File: src/rtl/spi_ctrl_pkg.sv
// Shared definitions for the SPI command controller: opcodes, state encoding
// and image/result sizing.
package spi_ctrl_pkg;

  localparam logic [7:0] CMD_CLEAR = 8'h01;
  localparam logic [7:0] CMD_LOAD  = 8'h02;
  localparam logic [7:0] CMD_START = 8'h03;

  localparam int IMG_BYTES_DEFAULT = 113;
  localparam int RESULT_W          = 4;

  typedef enum logic [1:0] {
    CMD,
    LOAD,
    BUSY
  } ctrl_state_t;

endpackage

File: src/rtl/spi_timeout_timer.sv
// Saturating inactivity timer: counts enabled cycles since the last clear and
// flags expiry while the count sits at CYCLES-1.
module spi_timeout_timer #(
  parameter int CYCLES = 10000
) (
  input  logic clk,
  input  logic rst_n,
  input  logic clear,
  input  logic enable,
  output logic expired
);

  localparam int CNT_W = (CYCLES > 1) ? $clog2(CYCLES) : 1;
  localparam logic [CNT_W-1:0] LAST = CNT_W'(CYCLES - 1);

  logic [CNT_W-1:0] count;

  always_ff @(posedge clk or negedge rst_n) begin
    if (!rst_n) begin
      count <= '0;
    end else if (clear) begin
      count <= '0;
    end else if (enable && count != LAST) begin
      count <= count + CNT_W'(1);
    end
  end

  assign expired = enable && (count == LAST);

endmodule

File: src/rtl/spi_cmd_controller.sv
// Command sequencer between the SPI byte receiver and the BNN image buffer /
// inference core: decodes commands, streams payload, launches inference.
module spi_cmd_controller
  import spi_ctrl_pkg::*;
#(
  parameter int IMG_BYTES      = IMG_BYTES_DEFAULT,
  parameter int ADDR_W         = 7,
  parameter int TIMEOUT_CYCLES = 10000
) (
  input  logic                clk,
  input  logic                rst_n,
  input  logic                byte_valid,
  input  logic [7:0]          rx_data,
  output logic                rx_enable,
  output logic                byte_taken,
  output logic                img_we,
  output logic [ADDR_W-1:0]   img_addr,
  output logic [7:0]          img_wdata,
  output logic                buf_clear,
  output logic                infer_start,
  input  logic                infer_done,
  input  logic [RESULT_W-1:0] infer_result,
  output logic                result_valid,
  output logic [RESULT_W-1:0] result,
  output logic                image_loaded,
  output logic                err_cmd,
  output logic                err_timeout
);

  localparam logic [ADDR_W-1:0] LAST_ADDR = ADDR_W'(IMG_BYTES - 1);

  ctrl_state_t       state;
  logic [1:0]        guard;
  logic [ADDR_W-1:0] byte_cnt;
  logic              accept;
  logic              timer_clear;
  logic              timer_enable;
  logic              timer_expired;

  // rx_enable is low in BUSY and during the first cycle out of reset, so it
  // doubles as the "not busy" qualifier for acceptance.
  assign accept     = byte_valid && (guard == 2'd0) && rx_enable;
  assign byte_taken = accept;

  assign timer_enable = (state == LOAD);
  assign timer_clear  = accept || (state != LOAD);

  spi_timeout_timer #(
    .CYCLES (TIMEOUT_CYCLES)
  ) u_timeout (
    .clk     (clk),
    .rst_n   (rst_n),
    .clear   (timer_clear),
    .enable  (timer_enable),
    .expired (timer_expired)
  );

  always_ff @(posedge clk or negedge rst_n) begin
    if (!rst_n) begin
      state        <= CMD;
      guard        <= 2'd0;
      byte_cnt     <= '0;
      rx_enable    <= 1'b0;
      img_we       <= 1'b0;
      img_addr     <= '0;
      img_wdata    <= 8'h00;
      buf_clear    <= 1'b0;
      infer_start  <= 1'b0;
      result_valid <= 1'b0;
      result       <= '0;
      image_loaded <= 1'b0;
      err_cmd      <= 1'b0;
      err_timeout  <= 1'b0;
    end else begin
      img_we      <= 1'b0;
      buf_clear   <= 1'b0;
      infer_start <= 1'b0;
      rx_enable   <= (state != BUSY);

      // The receiver drops byte_valid a cycle late; mask it for two cycles.
      if (accept) begin
        guard <= 2'd2;
      end else if (guard != 2'd0) begin
        guard <= guard - 2'd1;
      end

      case (state)
        CMD: begin
          if (accept) begin
            case (rx_data)
              CMD_CLEAR: begin
                buf_clear    <= 1'b1;
                image_loaded <= 1'b0;
                result_valid <= 1'b0;
                err_cmd      <= 1'b0;
                err_timeout  <= 1'b0;
              end
              CMD_LOAD: begin
                byte_cnt     <= '0;
                image_loaded <= 1'b0;
                state        <= LOAD;
              end
              CMD_START: begin
                if (image_loaded) begin
                  infer_start  <= 1'b1;
                  result_valid <= 1'b0;
                  rx_enable    <= 1'b0;
                  state        <= BUSY;
                end else begin
                  err_cmd <= 1'b1;
                end
              end
              default: err_cmd <= 1'b1;
            endcase
          end
        end
        LOAD: begin
          // An accepted byte beats a timeout expiring in the same cycle.
          if (accept) begin
            img_we    <= 1'b1;
            img_addr  <= byte_cnt;
            img_wdata <= rx_data;
            if (byte_cnt == LAST_ADDR) begin
              image_loaded <= 1'b1;
              state        <= CMD;
            end else begin
              byte_cnt <= byte_cnt + ADDR_W'(1);
            end
          end else if (timer_expired) begin
            err_timeout  <= 1'b1;
            image_loaded <= 1'b0;
            state        <= CMD;
          end
        end
        BUSY: begin
          if (infer_done) begin
            result       <= infer_result;
            result_valid <= 1'b1;
            image_loaded <= 1'b0;
            rx_enable    <= 1'b1;
            state        <= CMD;
          end
        end
        default: state <= CMD;
      endcase
    end
  end

endmodule

File: config.mk
export PLATFORM = sky130hd
export DESIGN_NAME = spi_cmd_controller
export DESIGN_NICKNAME = d
export VERILOG_FILES = /design/src/rtl/spi_ctrl_pkg.sv /design/src/rtl/spi_timeout_timer.sv /design/src/rtl/spi_cmd_controller.sv
export SDC_FILE = /design/constraint.sdc
export NUM_CORES = 1
export LEC_CHECK = 0
export ABC_AREA = 1
export BUFFER_PORTS_ARGS = -buffer_cell sky130_fd_sc_hd__buf_2
export CORE_ASPECT_RATIO = 0.6
export CORE_MARGIN = 3
export CORE_UTILIZATION = 45
export CTS_CLUSTER_SIZE = 12
export DETAILED_ROUTE_END_ITERATION = 10
export GPL_ROUTABILITY_DRIVEN = 0
export PLACE_DENSITY = 0.64
export SKIP_CTS_REPAIR_TIMING = 1
export SYNTH_ARGS = -nofsm -noshare
export SYNTH_HDL_FRONTEND = slang
export SYNTH_SLANG_ARGS = --single-unit
File: constraint.sdc
create_clock -name clk -period 4.5 [get_ports clk]
set_input_delay 0.225 -clock clk [delete_from_list [all_inputs] [get_ports clk]]
set_output_delay 0.225 -clock clk [all_outputs]
set_load 0.02 [all_outputs]
* Word level (Yosys, flattened, before mapping)
Index checks and enable logic that the tools add are counted.
** Cells by class
- Reduce and logical (&&, ||, !) cells :: 22
- Equality and inequality tests :: 25
- Bitwise gates (word level) :: 1
- Add/sub/neg operators :: 3
- Mux-type cells :: 50
** Operators by type and width (number)
- $mux W14 :: 2
- $mux W7 :: 4
- $mux W1 :: 27
- $ne A2 B2 Y1 const B :: 9
- $eq A8 B2 Y1 const B :: 2
- $mux W2 :: 8
- $reduce_and A5 Y1 :: 3
- $add A14 B1 Y14 const B :: 1
- $eq A14 B14 Y1 const B :: 1
- $ne A14 B14 Y1 const B :: 1
- $pmux W7 S2 :: 1
- $reduce_and A6 Y1 :: 2
- $reduce_bool A2 Y1 :: 5
- $ne A3 B3 Y1 const B :: 3
- $eq A8 B1 Y1 const B :: 1
- $pmux W1 S2 :: 4
- $add A7 B1 Y7 const B :: 1
- $eq A7 B7 Y1 const B :: 1
- $ne A2 B1 Y1 const B :: 3
- $ne A3 B1 Y1 const B :: 2
- $pmux W1 S3 :: 2
- $pmux W2 S3 :: 1
- $logic_and A1 B1 Y1 :: 4
- $logic_not A2 Y1 :: 2
- other kinds (10) :: 11
** Word-level totals
- Input bits :: 16
- Bits in registers :: 52

* Longest topological paths before layout
Gate-level depths: netlist (run 1).
- Depth after elaboration :: 5
- Depth in mapped cells :: 10
- Gate-level depth less buffers :: 10

* Modules after synthesis
Synthesis (run 1) repeated with hierarchy kept, for this count alone.
** Second synthesis, totals
- Cell total of the unflattened synthesis :: 345
- Area total of the unflattened synthesis :: 2726.4 um^2
** Modules (own cells, without submodules)
- spi_cmd_controller :: sequential area each 950.9 um^2, area each 1788.0 um^2, times used 1, cells each 213
- spi_timeout_timer :: sequential area each 350.3 um^2, area each 938.4 um^2, times used 1, cells each 132

* Least setup slack after synthesis (run 1)
Ideal clock, no wire load.
- Path kind :: register to register
- Start :: register byte_cnt[1]
- End :: register byte_cnt[5]
- Data arrival time :: 1.373 ns
- Stages on the path, launching flop included :: 11
- Slack :: 3.006 ns
- Data required time :: 4.379 ns
- Library setup time :: 0.121 ns
- Cell sequence :: dfrtp_1 -> inv_1 -> ha_1 -> nand2_1 -> nor3_4 -> nand2_1 -> nand2_1 -> nor2_2 -> buf_6 -> nand3_1 -> o21ai_1
** On the way
- Cells in the longest elaborated chain, start to end :: 4
- Elaborated cells between the ends (all ways) :: 7
- Those cells by class :: add/sub (1); eq/ne (2); mux (3); reduce/logical (1)
** RTL lines
- start: declaration :: line spi_cmd_controller.sv:34 : logic [ADDR_W-1:0] byte_cnt;
- start signal: assignment :: line spi_cmd_controller.sv:127 : byte_cnt <= byte_cnt + ADDR_W'(1);
- $add A7 B1 Y7 :: line spi_cmd_controller.sv:127
- $mux W7 :: line spi_cmd_controller.sv:123 : if (byte_cnt == LAST_ADDR) begin
- $mux W7 :: line spi_cmd_controller.sv:119 : if (accept) begin
- $pmux W7 S2 :: line spi_cmd_controller.sv:87 : case (state)
Parallel ways exist; a longest one is shown, timed or not. The select of a mux whose other input is x is not followed.
A chain may end at the register's enable or synchronous reset.

* Worst setup path in the final report (run 1)
- Start :: register guard[0]
- End :: register state[0]
** On the way
- Cells in the longest elaborated chain, start to end :: 5
- Elaborated cells between the ends (all ways) :: 9
- Those cells by class :: eq/ne (3); mux (2); reduce/logical (4)
** RTL lines
- start: declaration :: line spi_cmd_controller.sv:33 : logic [1:0] guard;
- start signal: assignment :: line spi_cmd_controller.sv:84 : guard <= guard - 2'd1;
- $logic_not A2 Y1 (*) :: line spi_cmd_controller.sv:42 : assign accept = byte_valid && (guard == 2'd0) && rx_enable;
- $logic_and A1 B1 Y1 (*) (2 in a row) :: line spi_cmd_controller.sv:42
- $ne A3 B3 Y1 (no line), or another cell as far along
- $reduce_and A6 Y1 (no line) or $pmux W2 S3 (tied branches)
- end signal: assignment :: line spi_cmd_controller.sv:60 : state <= CMD;
- end signal: assignment :: line spi_cmd_controller.sv:101 : state <= LOAD;
- end signal: assignment :: line spi_cmd_controller.sv:108 : state <= BUSY;
- end: declaration :: line spi_cmd_controller.sv:32 : ctrl_state_t state;
Mark *: on every way between the ends. The rest lies on a longest branch, timed or not.

==> flow_summary.rst, run 1 <==
.. list-table::
   :header-rows: 1

   * - Metric
     - Value
   * - Final antenna diode count
     - 0
   * - Final-stage net count
     - 370
   * - Largest fanout of any net on the critical path
     - 11
   * - Detailed Route WL
     - around 5300 µm
   * - Library cell contributing the largest single delay on the critical path
     - sky130_fd_sc_hd__dfrtp_1
   * - Period minus WS final
     - roughly 1.9 ns
   * - Syn Inst Count
     - slightly above 300
   * - Stage delay of the slowest cell on the critical path
     - roughly 0.4 ns
   * - Count of input and output buffers
     - 43
   * - Fin Setup TNS
     - 0 ns
   * - Most area-hungry cell type in the Yosys netlist
     - sky130_fd_sc_hd__dfrtp_1
   * - Total power per unit cell area
     - between 500 and 600 nW/µm²
   * - Endpoints failing setup
     - 0
   * - Number of DRC violations after detailed-routing iteration 0
     - around 140
   * - Unrepaired setup endpoints after global routing
     - no
   * - Largest vdd supply drop
     - 0.000256 V
   * - Most numerous cell types in the synthesized netlist
     - 89 x sky130_fd_sc_hd__nand2_1, 52 x sky130_fd_sc_hd__dfrtp_1, 40 x sky130_fd_sc_hd__nor2_1
   * - Antenna violations before repair
     - 0
   * - Via count of the first global-routing pass
     - around 2000
   * - Final Hold Viols
     - 0
   * - Avg Inst Size Synth
     - 8.58 µm²
   * - TritonCTS clock tree
     - built
   * - Max-Cap Viols
     - 0
   * - H-tree levels
     - 2
   * - Area of the mapped netlist
     - around 2600 µm²
   * - Pins Over Slew Limit
     - 0
   * - Skew-Pair Late Insertion Delay
     - approximately 0.30 ns
   * - Busiest layer in global routing
     - met1
   * - Async SR Flop Fraction
     - 100%
   * - Count of nets left with antenna violations after detail routing
     - 0
   * - Buffer type at the clock tree root
     - sky130_fd_sc_hd__clkbuf_8
   * - Worst setup timing slack at the placement stage
     - about 2.6 ns
   * - Clock buffer count from CTS
     - 5
   * - First-pass DRT Iterations
     - 5
   * - Cells taking the most area after synthesis
     - sky130_fd_sc_hd__dfrtp_1 50%, sky130_fd_sc_hd__nand2_1 13%, sky130_fd_sc_hd__nor2_1 5.8%
   * - Total global routing overflow
     - 0
   * - Kind of critical path
     - register to register
   * - Rows
     - 20
   * - CTS sink cnt
     - 52
   * - Fraction of final layout cells sized beyond drive strength 1
     - between 20% and 30%
   * - Instance count on the critical path
     - 9
   * - Worst clock skew on the final layout
     - about 0.011 ns
   * - Met2 track demand over resource in global routing
     - a little under a quarter
   * - Worst Tran Pin Value
     - between 0.6 and 0.7 ns
   * - Result of the run
     - finished, final reports clean
   * - Most numerous cell on the critical path
     - sky130_fd_sc_hd__nand2_1
   * - Total routing resource utilization after global routing
     - around 18%
   * - Cells after DPL
     - 420
   * - Layout Area Growth over Synthesis
     - 13.9%
   * - Number of fillers in the final layout
     - approximately 520
   * - Met1 Use GR
     - 27.1%
   * - Crit. End Element
     - register
   * - List of cells traversed by the critical path
     - inv_1 -> ha_1 -> nand3_4 -> nand2_1 -> inv_1 -> nand2_1 -> nand4_1 -> nand2_1 -> nand2_1
   * - Footprint of the flip-flops and latches
     - 1300 µm²
   * - Ys flop type
     - sky130_fd_sc_hd__dfrtp_1
   * - Die Footprint
     - slightly below 7000 µm²
   * - Final cycle utilization of the critical path
     - 42.4%
   * - #FFs+latches synth
     - 52
   * - Maximum clock frequency
     - 0.524 GHz
   * - Distinct cells, synth
     - 33
   * - Largest buffer count on any clock path
     - 2
   * - Share of synthesized area occupied by flip-flops and latches
     - between 50% and 60%
   * - Detailed-placement wirelength estimate
     - ~3900 µm
   * - Clock slew at the register clock pins of the worst setup and hold paths
     - around 0.09 ns
   * - Met3 routing resource usage after global routing
     - between 6 and 7%
   * - Core footprint
     - about 5300 µm²
   * - Standby leakage power
     - roughly 0.0016 µW
   * - Vias
     - between 2000 and 2500
   * - Critical Path Source Type
     - register
   * - Fraction of synthesized cell area taken by the top area cell type
     - around half
   * - HP Class
     - primary input to asynchronous set/reset pin
   * - Num ports
     - 44
   * - Final WS setup
     - 2.59 ns
   * - DR WL/cell
     - roughly 12 µm
   * - Library cell with the highest instance count after synthesis
     - sky130_fd_sc_hd__nand2_1
   * - Drc violations
     - 0
   * - Post-Syn Nets
     - between 300 and 400
   * - First-pass GRT wire length
     - between 9000 and 10000 µm
   * - Synthesis Warnings
     - 0
   * - Filler-free cell count of the finished design
     - between 400 and 500
   * - Routed via count divided by cell count
     - 4.75
   * - Cells on worst reg2reg path
     - 9
   * - Critical path required time
     - between 4 and 5 ns
   * - Worst relative slew slack
     - between 50 and 60%
   * - Multi-input combinational cell area
     - about 1100 µm²
   * - Data arrival, critical path
     - roughly 2.1 ns
   * - Die boundary width
     - between 100 and 150 µm
   * - EDFF count, synth
     - 0
   * - WP buf/inv
     - 2
   * - Y dimension of the die
     - 64.9 µm
   * - Largest net degree at the start of global routing
     - 53
   * - CP delay by family, top
     - simple AND/OR/NAND/NOR gates
   * - Initial core utilization
     - 49.0%
-- final timing paths --
path,from,to,slack [ns]
max in group asynchronous,rst_n,guard[1],4.04
min reg2reg,img_wdata[1],img_wdata[1],0.47
max,guard[0],state[0],2.59
max reg2reg,guard[0],state[0],2.59
min,rst_n,img_wdata[4],0.02
min in group clk,rx_data[6],img_wdata[6],0.13
-- cells in the final DEF (no fill, tap or decap), types with 2 or more instances in the layout --
| master | instances |
|---|---|
| sky130_fd_sc_hd__nand4_1 | 3 |
| sky130_fd_sc_hd__nor2_2 | 2 |
| sky130_fd_sc_hd__o21ai_0 | 5 |
| sky130_fd_sc_hd__nor2_4 | 2 |
| sky130_fd_sc_hd__ha_1 | 4 |
| sky130_fd_sc_hd__mux2_2 | 4 |
| sky130_fd_sc_hd__nor3_1 | 2 |
| sky130_fd_sc_hd__o21ai_2 | 9 |
| sky130_fd_sc_hd__clkbuf_8 | 5 |
| sky130_fd_sc_hd__nor2_1 | 40 |
| sky130_fd_sc_hd__a21oi_1 | 4 |
| sky130_fd_sc_hd__inv_4 | 2 |
| sky130_fd_sc_hd__inv_1 | 32 |
| sky130_fd_sc_hd__xnor2_1 | 2 |
| sky130_fd_sc_hd__dfrtp_1 | 52 |
| sky130_fd_sc_hd__buf_2 | 43 |
| sky130_fd_sc_hd__xor2_1 | 11 |
| sky130_fd_sc_hd__nand3_1 | 19 |
| sky130_fd_sc_hd__nand2_1 | 89 |
| sky130_fd_sc_hd__o21ai_1 | 5 |
-- cells by family (layout without fill, tap and decap cells) --
| group | Yosys count | in the layout | share of synthesized area [%] |
|---|---|---|---|
| XOR/XNOR | 13 | 13 | 4.38 |
| adder cells (fa/ha/maj) | 4 | 4 | 1.93 |
| buffers and inverters | 39 | 86 | 6.60 |
| flip-flops | 52 | 52 | 50.1 |
| multiplexers | 4 | 4 | 1.73 |
| AND/OR/NAND/NOR | 163 | 163 | 27.7 |
| AO/OA/AOI/OAI | 28 | 28 | 7.56 |
-- power by group --
group          total (µW)  internal [µW]  leakage (µW)  switching (µW)
sequential            685            592      0.000679            92.6
clock                 250            106     0.0000410             144
combinational         602            204      0.000890             398
total                1540            902       0.00161             635
-- metrics by stage --
stage          area [µm²]  total power, µW  hold WS, ns  utilization (%)
3_5_place_dp         2880             1300        0.381             54.3
2_1_floorplan        2600             1130      -0.0706                -
5_1_grt              2960             1670       0.0813             55.8
6_report             2960             1540       0.0247             55.8
3_3_place_gp         2880             1290        0.386             54.3
4_1_cts              2960             1560       0.0450             55.8
-- area by class of cell --
| type | count | share of cell area, % |
|---|---|---|
| sequential | 52 | 44.0 |
| multi-input combinational | 212 | 38.0 |
| timing repair buffer | 44 | 7.52 |
| inverter | 35 | 4.61 |
| tap | 77 | 3.25 |
| clock buffer | 6 | 2.45 |
| clock inverter | 1 | 0.169 |
-- sequential cells by signal, indices dropped and copies added (netlist names) --
name / count
u_timeout.count: 14
img_wdata: 8
byte_cnt: 7
img_addr: 7
result: 4
guard: 2
state: 2
buf_clear: 1
err_cmd: 1
err_timeout: 1
image_loaded: 1
img_we: 1
infer_start: 1
result_valid: 1
rx_enable: 1
-- metal layers --
metal	vias to the layer above	part of all wire [%]
met5	-	0
met2	60	35
li1	1044	-
met4	0	0.68
met1	917	56
met3	6	7.6
Power figures use the tool's default switching activity.
==> inputs of run 2 (changes only) <==
Settings changed: ABC_AREA 1 to 0, PLACE_DENSITY 0.64 to 0.67.
Clock period 4.5 ns to 1.65 ns, I/O delays scaled along.
==> run 2 against run 1 <==
Net effect: fmax grew 20%; cell area grew 3.9%; critical endpoint is now byte_cnt[1]; combinational power grew 66%; highest routed layer unchanged; sequential share of layout area shrank 1.6 points; clock-buffer cell count grew 1; synthesized cell count shrank 18%; sequential cell count is the same.
==> flow_summary.rst, run 2 <==
.. list-table::
   :header-rows: 1

   * - Metric
     - Value
   * - Buffer type at the clock tree root
     - sky130_fd_sc_hd__clkbuf_8
   * - Switching pwr
     - 1130 µW (+79%)
   * - Distinct cells, synth
     - 47 (+42%)
   * - Count of input and output buffers
     - 43 (unchanged)
   * - Final Cell Area
     - 3080 µm² (+3.9%)
   * - Area of the mapped netlist
     - 2490 µm² (-4.2%)
   * - Internal power
     - 2220 µW (+150%)
   * - Total routing resource utilization after global routing
     - 18.6% (+0.90 points)
   * - Library cell with the highest instance count after synthesis
     - sky130_fd_sc_hd__dfrtp_1
   * - TritonCTS clock tree
     - built
   * - Instance area after placement
     - 2860 µm² (-0.74%)
   * - Startpoint of the most critical register-to-register path
     - guard[0]
   * - Fin Hold WS
     - 0.000950 ns (-0.0237 ns)
   * - Most area-hungry cell type in the Yosys netlist
     - sky130_fd_sc_hd__dfrtp_1
   * - Rows
     - 20 (unchanged)
   * - Syn Inst Count
     - 248 (-18%)
   * - Final cycle utilization of the critical path
     - 96.1% (+54 points)
   * - Drc violations
     - 0 (unchanged)
   * - Unrepaired setup endpoints after global routing
     - yes
   * - Vias
     - 2016 (-0.54%)
   * - H-tree levels
     - 2 (unchanged)
   * - Ys flop type
     - sky130_fd_sc_hd__dfrtp_1
   * - Fraction of power spent switching nets
     - 33.8% (-7.5 points)
   * - Final Hold Viols
     - 0 (unchanged)
   * - Footprint of the flip-flops and latches
     - 1300 µm² (unchanged)
   * - Data arrival, critical path
     - 1.82 ns (-0.29 ns)
   * - Cells on worst reg2reg path
     - 7 (-2)
   * - Pins Over Slew Limit
     - 0 (unchanged)
   * - Detailed-placement wirelength estimate
     - 4200 µm (+6.9%)
   * - Count of nets left with antenna violations after detail routing
     - 0 (unchanged)
   * - Combinational power share
     - 29.8% (-9.4 points)
   * - Num ports
     - 44 (unchanged)
   * - Clock slew at the register clock pins of the worst setup and hold paths
     - 0.09 ns (about the same)
   * - Detailed Route WL
     - 5680 µm (+7.9%)
   * - Largest vdd supply drop
     - 0.000704 V (+180%)
   * - Async SR Flop Fraction
     - 100% (unchanged)
   * - Kind of critical path
     - register to register
   * - Number of DRC violations after detailed-routing iteration 0
     - 109 (-19%)
   * - Synthesis Warnings
     - 0 (unchanged)
   * - Maximum clock frequency
     - 0.631 GHz (+20%)
   * - Largest Register
     - u_timeout.count
   * - Result of the run
     - finished, final reports clean
   * - Register share of total power
     - 47.2% (+2.6 points)
   * - Clock buffer count from CTS
     - 5 (unchanged)
   * - Worst Hold Depth
     - 3
   * - Post-Syn Nets
     - 268 (-17%)
   * - Routed via count divided by cell count
     - 5.39 (+14%)
   * - Crit. End Element
     - register
   * - Most numerous cell types in the synthesized netlist
     - 52 x sky130_fd_sc_hd__dfrtp_1, 43 x sky130_fd_sc_hd__nand2_1, 18 x sky130_fd_sc_hd__nor2_1
   * - Fraction of synthesized cell area taken by the top area cell type
     - 52.3% (+2.2 points)
   * - First-pass DRT Iterations
     - 4 (-1)
   * - Critical Path Source Type
     - register
   * - First-pass GRT wire length
     - 9440 µm (-1.4%)
   * - Period minus WS final
     - 1.59 ns (-0.323 ns)
   * - Die boundary width
     - 102 µm (-2.0%)
   * - Max-Cap Viols
     - 0 (unchanged)
   * - Fraction of final layout cells sized beyond drive strength 1
     - 30.5% (+8.5 points)
   * - Worst Tran Pin Value
     - 0.477 ns (-0.167 ns)
   * - Critical path launch point
     - guard[0]
   * - EDFF count, synth
     - 0 (unchanged)
   * - Most used cells in the layout excluding fill and tap cells
     - 52 x sky130_fd_sc_hd__dfrtp_1, 43 x sky130_fd_sc_hd__nand2_1, 43 x sky130_fd_sc_hd__buf_2
   * - CTS sink cnt
     - 52 (unchanged)
   * - Via count of the first global-routing pass
     - 1947 (-1.1%)
   * - Library cell contributing the largest single delay on the critical path
     - sky130_fd_sc_hd__dfrtp_1
   * - Total global routing overflow
     - 0 (unchanged)
   * - HP Class
     - primary input to register
   * - Final-stage net count
     - 328 (-11%)
   * - Die Footprint
     - 6490 µm² (-3.9%)
   * - Critical path required time
     - 1.88 ns (-2.82 ns)
   * - Endpoints failing setup
     - 0 (unchanged)
   * - #FFs+latches synth
     - 52 (unchanged)
   * - Layout Area Growth over Synthesis
     - 23.5%
   * - Worst relative slew slack
     - 68.2% (+11 points)
   * - Most common library cell in the layout ignoring fill and taps
     - sky130_fd_sc_hd__dfrtp_1
   * - Worst clock skew on the final layout
     - 0.00794 ns (-0.00289 ns)
   * - Cells taking the most area after synthesis
     - sky130_fd_sc_hd__dfrtp_1 52%, sky130_fd_sc_hd__nand2_1 6.5%, sky130_fd_sc_hd__nand3_1 3.2%
   * - Part of the total power dissipated in the clock network
     - 23.0% (+6.7 points)
   * - Core footprint
     - 5200 µm² (-1.9%)
   * - Start point of the worst min-delay path
     - rx_data[6]
   * - Standby leakage power
     - 0.00156 µW (-3.1%)
   * - Flip-flop count of the largest register after layout
     - 14 (unchanged)
   * - Multi-input combinational cell area
     - 1170 µm² (+3.7%)
   * - Y dimension of the die
     - 63.6 µm (-1.9%)
   * - List of cells traversed by the critical path
     - inv_1 -> ha_2 -> nand3_4 -> buf_6 -> a211oi_2 -> o31a_2 -> mux2i_1
   * - Leading registers by flop count
     - u_timeout.count x14, img_wdata x8
   * - Largest fanout of any net on the critical path
     - 7 (-4)
   * - Number of fillers in the final layout
     - 458 (-11%)
   * - Skew-Pair Late Insertion Delay
     - 0.30 ns (about the same)
   * - DR WL/cell
     - 15.2 µm (+23%)
   * - Antenna violations before repair
     - 0 (unchanged)
   * - Initial core utilization
     - 47.8% (-1.1 points)
   * - Stage delay of the slowest cell on the critical path
     - 0.40 ns (about the same)
   * - Largest buffer count on any clock path
     - 2 (unchanged)
   * - Final antenna diode count
     - 0 (unchanged)
   * - Total power per unit cell area
     - 1090 nW/µm² (+110%)
   * - Final core utilization
     - 59.1% (+3.3 points)
   * - Share of synthesized area occupied by flip-flops and latches
     - 52.3% (+2.2 points)
   * - Largest net degree at the start of global routing
     - 34 (-36%)
   * - Avg Inst Size Synth
     - 10.0 µm² (+17%)
run 2: cell types whose count changed after synthesis, sizes merged, moves of 5 or more:
cell   delta
mux2i     +6
a31oi     +5
o21ai     -6
and3      +6
inv      -24
xor2      -7
nand3     -5
nand2    -46
nor2     -27
run 2: logic make-up after synthesis:
| kind of cell | Yosys count | share of synthesized area (%) |
|---|---|---|
| multiplexers | 10 | 4.22 |
| AO/OA/AOI/OAI | 36 | 10.2 |
| adder cells (fa/ha/maj) | 4 | 2.01 |
| flip-flops | 52 | 52.3 |
| AND/OR/NAND/NOR | 115 | 24.1 |
| XOR/XNOR | 10 | 3.52 |
| buffers and inverters | 21 | 3.72 |
run 2: layout make-up:
cell class,instances,area share (%)
Clock buffer,7,3.13
Inverter,11,1.42
Multi-Input combinational cell,175,38.0
Sequential cell,52,42.3
Tap cell,66,2.69
Timing Repair Buffer,63,12.5
run 2: metrics by stage:
stage,power [µW],worst slack (ns),cells,setup TNS [ns]
after floorplan,2130,0.0538,248,0
after global placement,2440,0.0730,362,0
after detailed placement,2480,0.0130,362,0
after CTS,3260,-0.00690,369,-0.00690
after global routing,3570,-0.0602,374,-0.0790
final,3350,0.0645,374,0
run 2: path summary, 6_finish.rpt:
kind / endpoint / slack, ns
max: byte_cnt[1] / 0.06
min: img_wdata[6] / 0.001
max reg2reg: byte_cnt[1] / 0.06
min reg2reg: img_wdata[5] / 0.48
max in group asynchronous: u_timeout.count[0] / 0.84
min in group asynchronous: err_cmd / 0.26
run 2: layer usage:
metal | vias up | track usage, % | share of wire [%]
met3 | 4 | 3.98 | 5.0
met4 | 0 | 4.75 | 0.67
met1 | 973 | 29.5 | 53
met5 | - | 0 | 0
li1 | 991 | - | -
met2 | 48 | 25.2 | 41
run 2: power groups by stage:
stage / registers (µW) / logic (µW) / clock network (µW)
final: 1580 / 1000 / 772
after global routing: 1610 / 1100 / 857
after CTS: 1570 / 889 / 798
after detailed placement: 1600 / 876 / 0
after global placement: 1590 / 854 / 0
after floorplan: 1670 / 465 / 0
run 2: worst max-delay path, delay by kind of cell (launching register included):
kind,cells,cell delay (ns)
buf+inv,2,0.21
fa+ha+maj,1,0.20
flops,1,0.40
compound gates,2,0.43
mux,1,0.19
simple gates,1,0.09
==> inputs of run 3 (changes only) <==
Settings changed: BUFFER_PORTS_ARGS -buffer_cell sky130_fd_sc_hd__buf_2 to not set, DONT_BUFFER_PORTS set to 1, MAX_ROUTING_LAYER set to met4, PLACE_DENSITY 0.67 to 0.6, REMOVE_ABC_BUFFERS set to 1.
==> run 3 against run 2 <==
Net effect: first-iteration DRC count grew 26%; clock power grew 12%; routed wire length grew 0.49%; hold slack gained 0.041 ns; combinational power shrank 13%; worst setup slack gained 0.0076 ns; cell area shrank 0.53%; clock skew grew 0.00076 ns; via count shrank 4.8%; largest cell class unchanged; highest routed layer unchanged.
==> flow_summary.rst, run 3 (synthesized netlist as in run 2, its figures left out) <==
.. list-table::
   :header-rows: 1

   * - Metric
     - Value
   * - Result of the run
     - finished, final reports clean
   * - Largest vdd supply drop
     - 0.000676 V (-4.0%)
   * - Instance count on the critical path
     - 6 (-1)
   * - Total power per unit cell area
     - 1120 nW/µm² (+2.9%)
   * - Largest fanout of any net on the critical path
     - 7 (unchanged)
   * - First-pass GRT wire length
     - 9050 µm (-4.2%)
   * - Largest net degree at the start of global routing
     - 53 (+56%)
   * - Final Hold Viols
     - 0 (unchanged)
   * - Total global routing overflow
     - 0 (unchanged)
   * - Clock slew at the register clock pins of the worst setup and hold paths
     - 0.09 ns (about the same)
   * - Switching pwr
     - 1150 µW (+1.1%)
   * - Period minus WS final
     - 1.58 ns (-0.00762 ns)
   * - Worst Hold Depth
     - 3 (unchanged)
   * - Clock buffer count from CTS
     - 5 (unchanged)
   * - Antenna violations before repair
     - 0 (unchanged)
   * - Endpoints failing setup
     - 0 (unchanged)
   * - Count of nets left with antenna violations after detail routing
     - 0 (unchanged)
   * - Met1 Use GR
     - 29.6% (+0.083 points)
   * - Worst Tran Pin Value
     - 0.421 ns (-0.0559 ns)
   * - Combinational power share
     - 25.4% (-4.4 points)
   * - WP buf/inv
     - 1 (-1)
   * - Crit. End Element
     - register
   * - Pins Over Slew Limit
     - 0 (unchanged)
   * - Vias
     - 1920 (-4.8%)
   * - TritonCTS clock tree
     - built
   * - Most used cells in the layout excluding fill and tap cells
     - 52 x sky130_fd_sc_hd__dfrtp_1, 43 x sky130_fd_sc_hd__nand2_1, 26 x sky130_fd_sc_hd__buf_4
   * - Detailed Route WL
     - 5710 µm (+0.49%)
   * - Kind of critical path
     - register to register
   * - Die boundary width
     - 102 µm (unchanged)
   * - Data arrival, critical path
     - 1.80 ns (-0.02 ns)
   * - Largest buffer count on any clock path
     - 2 (unchanged)
   * - Largest Register
     - u_timeout.count
   * - Number of fillers in the final layout
     - 449 (-2.0%)
   * - Detailed-placement wirelength estimate
     - 3870 µm (-8.0%)
   * - Busiest layer in global routing
     - met1
   * - Total power of the final layout
     - 3430 µW (+2.3%)
   * - Stage delay of the slowest cell on the critical path
     - 0.40 ns (about the same)
   * - Flip-flop count of the largest register after layout
     - 14 (unchanged)
   * - Initial core utilization
     - 47.8% (unchanged)
   * - Fraction of final layout cells sized beyond drive strength 1
     - 20.5% (-10 points)
   * - Footprint of the flip-flops and latches
     - 1300 µm² (unchanged)
   * - Critical path required time
     - 1.87 ns (about the same)
   * - Library cell contributing the largest single delay on the critical path
     - sky130_fd_sc_hd__dfrtp_1
   * - CP delay by family, top
     - compound AO/OA/AOI/OAI gates
   * - Drc violations
     - 0 (unchanged)
   * - Buffer type at the clock tree root
     - sky130_fd_sc_hd__clkbuf_8
   * - H-tree levels
     - 2 (unchanged)
   * - Routed via count divided by cell count
     - 5.42 (+0.62%)
   * - Final Cell Area
     - 3060 µm² (-0.53%)
   * - Register share of total power
     - 49.4% (+2.2 points)
   * - Unrepaired setup endpoints after global routing
     - yes
   * - Internal power
     - 2290 µW (+2.9%)
   * - Final antenna diode count
     - 0 (unchanged)
   * - Maximum clock frequency
     - 0.634 GHz (+0.48%)
   * - Y dimension of the die
     - 63.6 µm (unchanged)
   * - DR WL/cell
     - 16.1 µm (+6.2%)
   * - CTS sink cnt
     - 52 (unchanged)
   * - Num ports
     - 44 (unchanged)
   * - Core footprint
     - 5200 µm² (unchanged)
   * - Critical Path Source Type
     - register
   * - Met2 track demand over resource in global routing
     - 22.3% (-2.8 points)
   * - Final cycle utilization of the critical path
     - 95.6% (-0.46 points)
   * - Most common library cell in the layout ignoring fill and taps
     - sky130_fd_sc_hd__dfrtp_1
   * - Met3 routing resource usage after global routing
     - 4.87% (+0.88 points)
   * - Die Footprint
     - 6490 µm² (unchanged)
   * - Via count of the first global-routing pass
     - 1816 (-6.7%)
   * - Layout Area Growth over Synthesis
     - 22.9%
   * - First-pass DRT Iterations
     - 4 (unchanged)
   * - Count of input and output buffers
     - 0 (-100%)
   * - Leading registers by flop count
     - u_timeout.count x14, img_wdata x8
   * - Max-Cap Viols
     - 0 (unchanged)
   * - Number of DRC violations after detailed-routing iteration 0
     - 137 (+26%)
   * - Rows
     - 20 (unchanged)
   * - Cells on worst reg2reg path
     - 6 (-1)
   * - Standby leakage power
     - 0.00145 µW (-7.1%)
   * - Worst relative slew slack
     - 71.6% (+3.3 points)
   * - Skew-Pair Late Insertion Delay
     - 0.30 ns (about the same)
   * - Part of the total power dissipated in the clock network
     - 25.2% (+2.2 points)
   * - HP Class
     - primary input to register
   * - Fraction of power spent switching nets
     - 33.4% (-0.40 points)
   * - Final-stage net count
     - 307 (-6.4%)
   * - Multi-input combinational cell area
     - 1150 µm² (-1.3%)
   * - Worst clock skew on the final layout
     - 0.00869 ns (+0.000759 ns)
   * - Total routing resource utilization after global routing
     - 18.3% (-0.23 points)
   * - List of cells traversed by the critical path
     - inv_2 -> ha_4 -> nor4bb_4 -> a211oi_2 -> o31a_2 -> mux2i_1
   * - Instance area after placement
     - 2680 µm² (-6.4%)
==> run 3: power by group through the flow <==
stage / sequential (µW) / combinational [µW] / clock, µW
floorplan: 1670 / 451 / 0
global placement: 1700 / 674 / 0
detailed placement: 1700 / 680 / 0
CTS: 1680 / 684 / 896
global route: 1720 / 987 / 946
finish: 1690 / 871 / 867
==> run 3: cell type report <==
type / instances / share of cell area (%)
inverter: 11 / 1.35
tap: 66 / 2.70
timing repair buffer: 42 / 12.2
multi-input combinational: 175 / 37.7
clock buffer: 6 / 2.37
clock inverter: 2 / 1.15
sequential: 52 / 42.5
==> run 3: metal layers <==
| metal | part of all wire (%) | wire length [µm] |
|---|---|---|
| met5 | 0 | 0 |
| met4 | 0.60 | 34 |
| met1 | 54 | 3100 |
| met3 | 7.3 | 418 |
| met2 | 38 | 2150 |
==> run 3: path summary, 6_finish.rpt <==
check,startpoint,end,slack (ns)
max in group asynchronous,rst_n,u_timeout.count[0],1.12
hold reg to reg,byte_cnt[6],byte_cnt[6],0.55
min in group asynchronous,rst_n,infer_start,0.29
setup / recovery,byte_cnt[1],byte_cnt[1],0.07
setup reg to reg,byte_cnt[1],byte_cnt[1],0.07
hold / removal,rx_data[4],infer_start,0.04
==> run 3: worst register-to-register path, delay by kind of cell (launching register included) <==
family	cells	cell delay, ns
AOI/OAI and AO/OA	2	0.50
adders and majority gates	1	0.16
buffers and inverters	1	0.08
DFF	1	0.40
muxes	1	0.22
and+or+nand+nor	1	0.15
==> run 3: metrics by stage <==
step / util [%] / hold slack, ns / TNS (ns) / std cells / worst slack, ns
finish: 58.8 / 0.0418 / 0 / 354 / 0.0721
global route: 58.8 / 0.0462 / -0.0447 / 354 / -0.0447
CTS: 53.5 / -0.551 / -0.0639 / 333 / -0.0468
detailed placement: 51.5 / -0.211 / -0.0136 / 325 / -0.0136
global placement: 51.5 / -0.211 / 0 / 325 / 0.0330
floorplan: - / -0.213 / -6.15 / 238 / -0.487
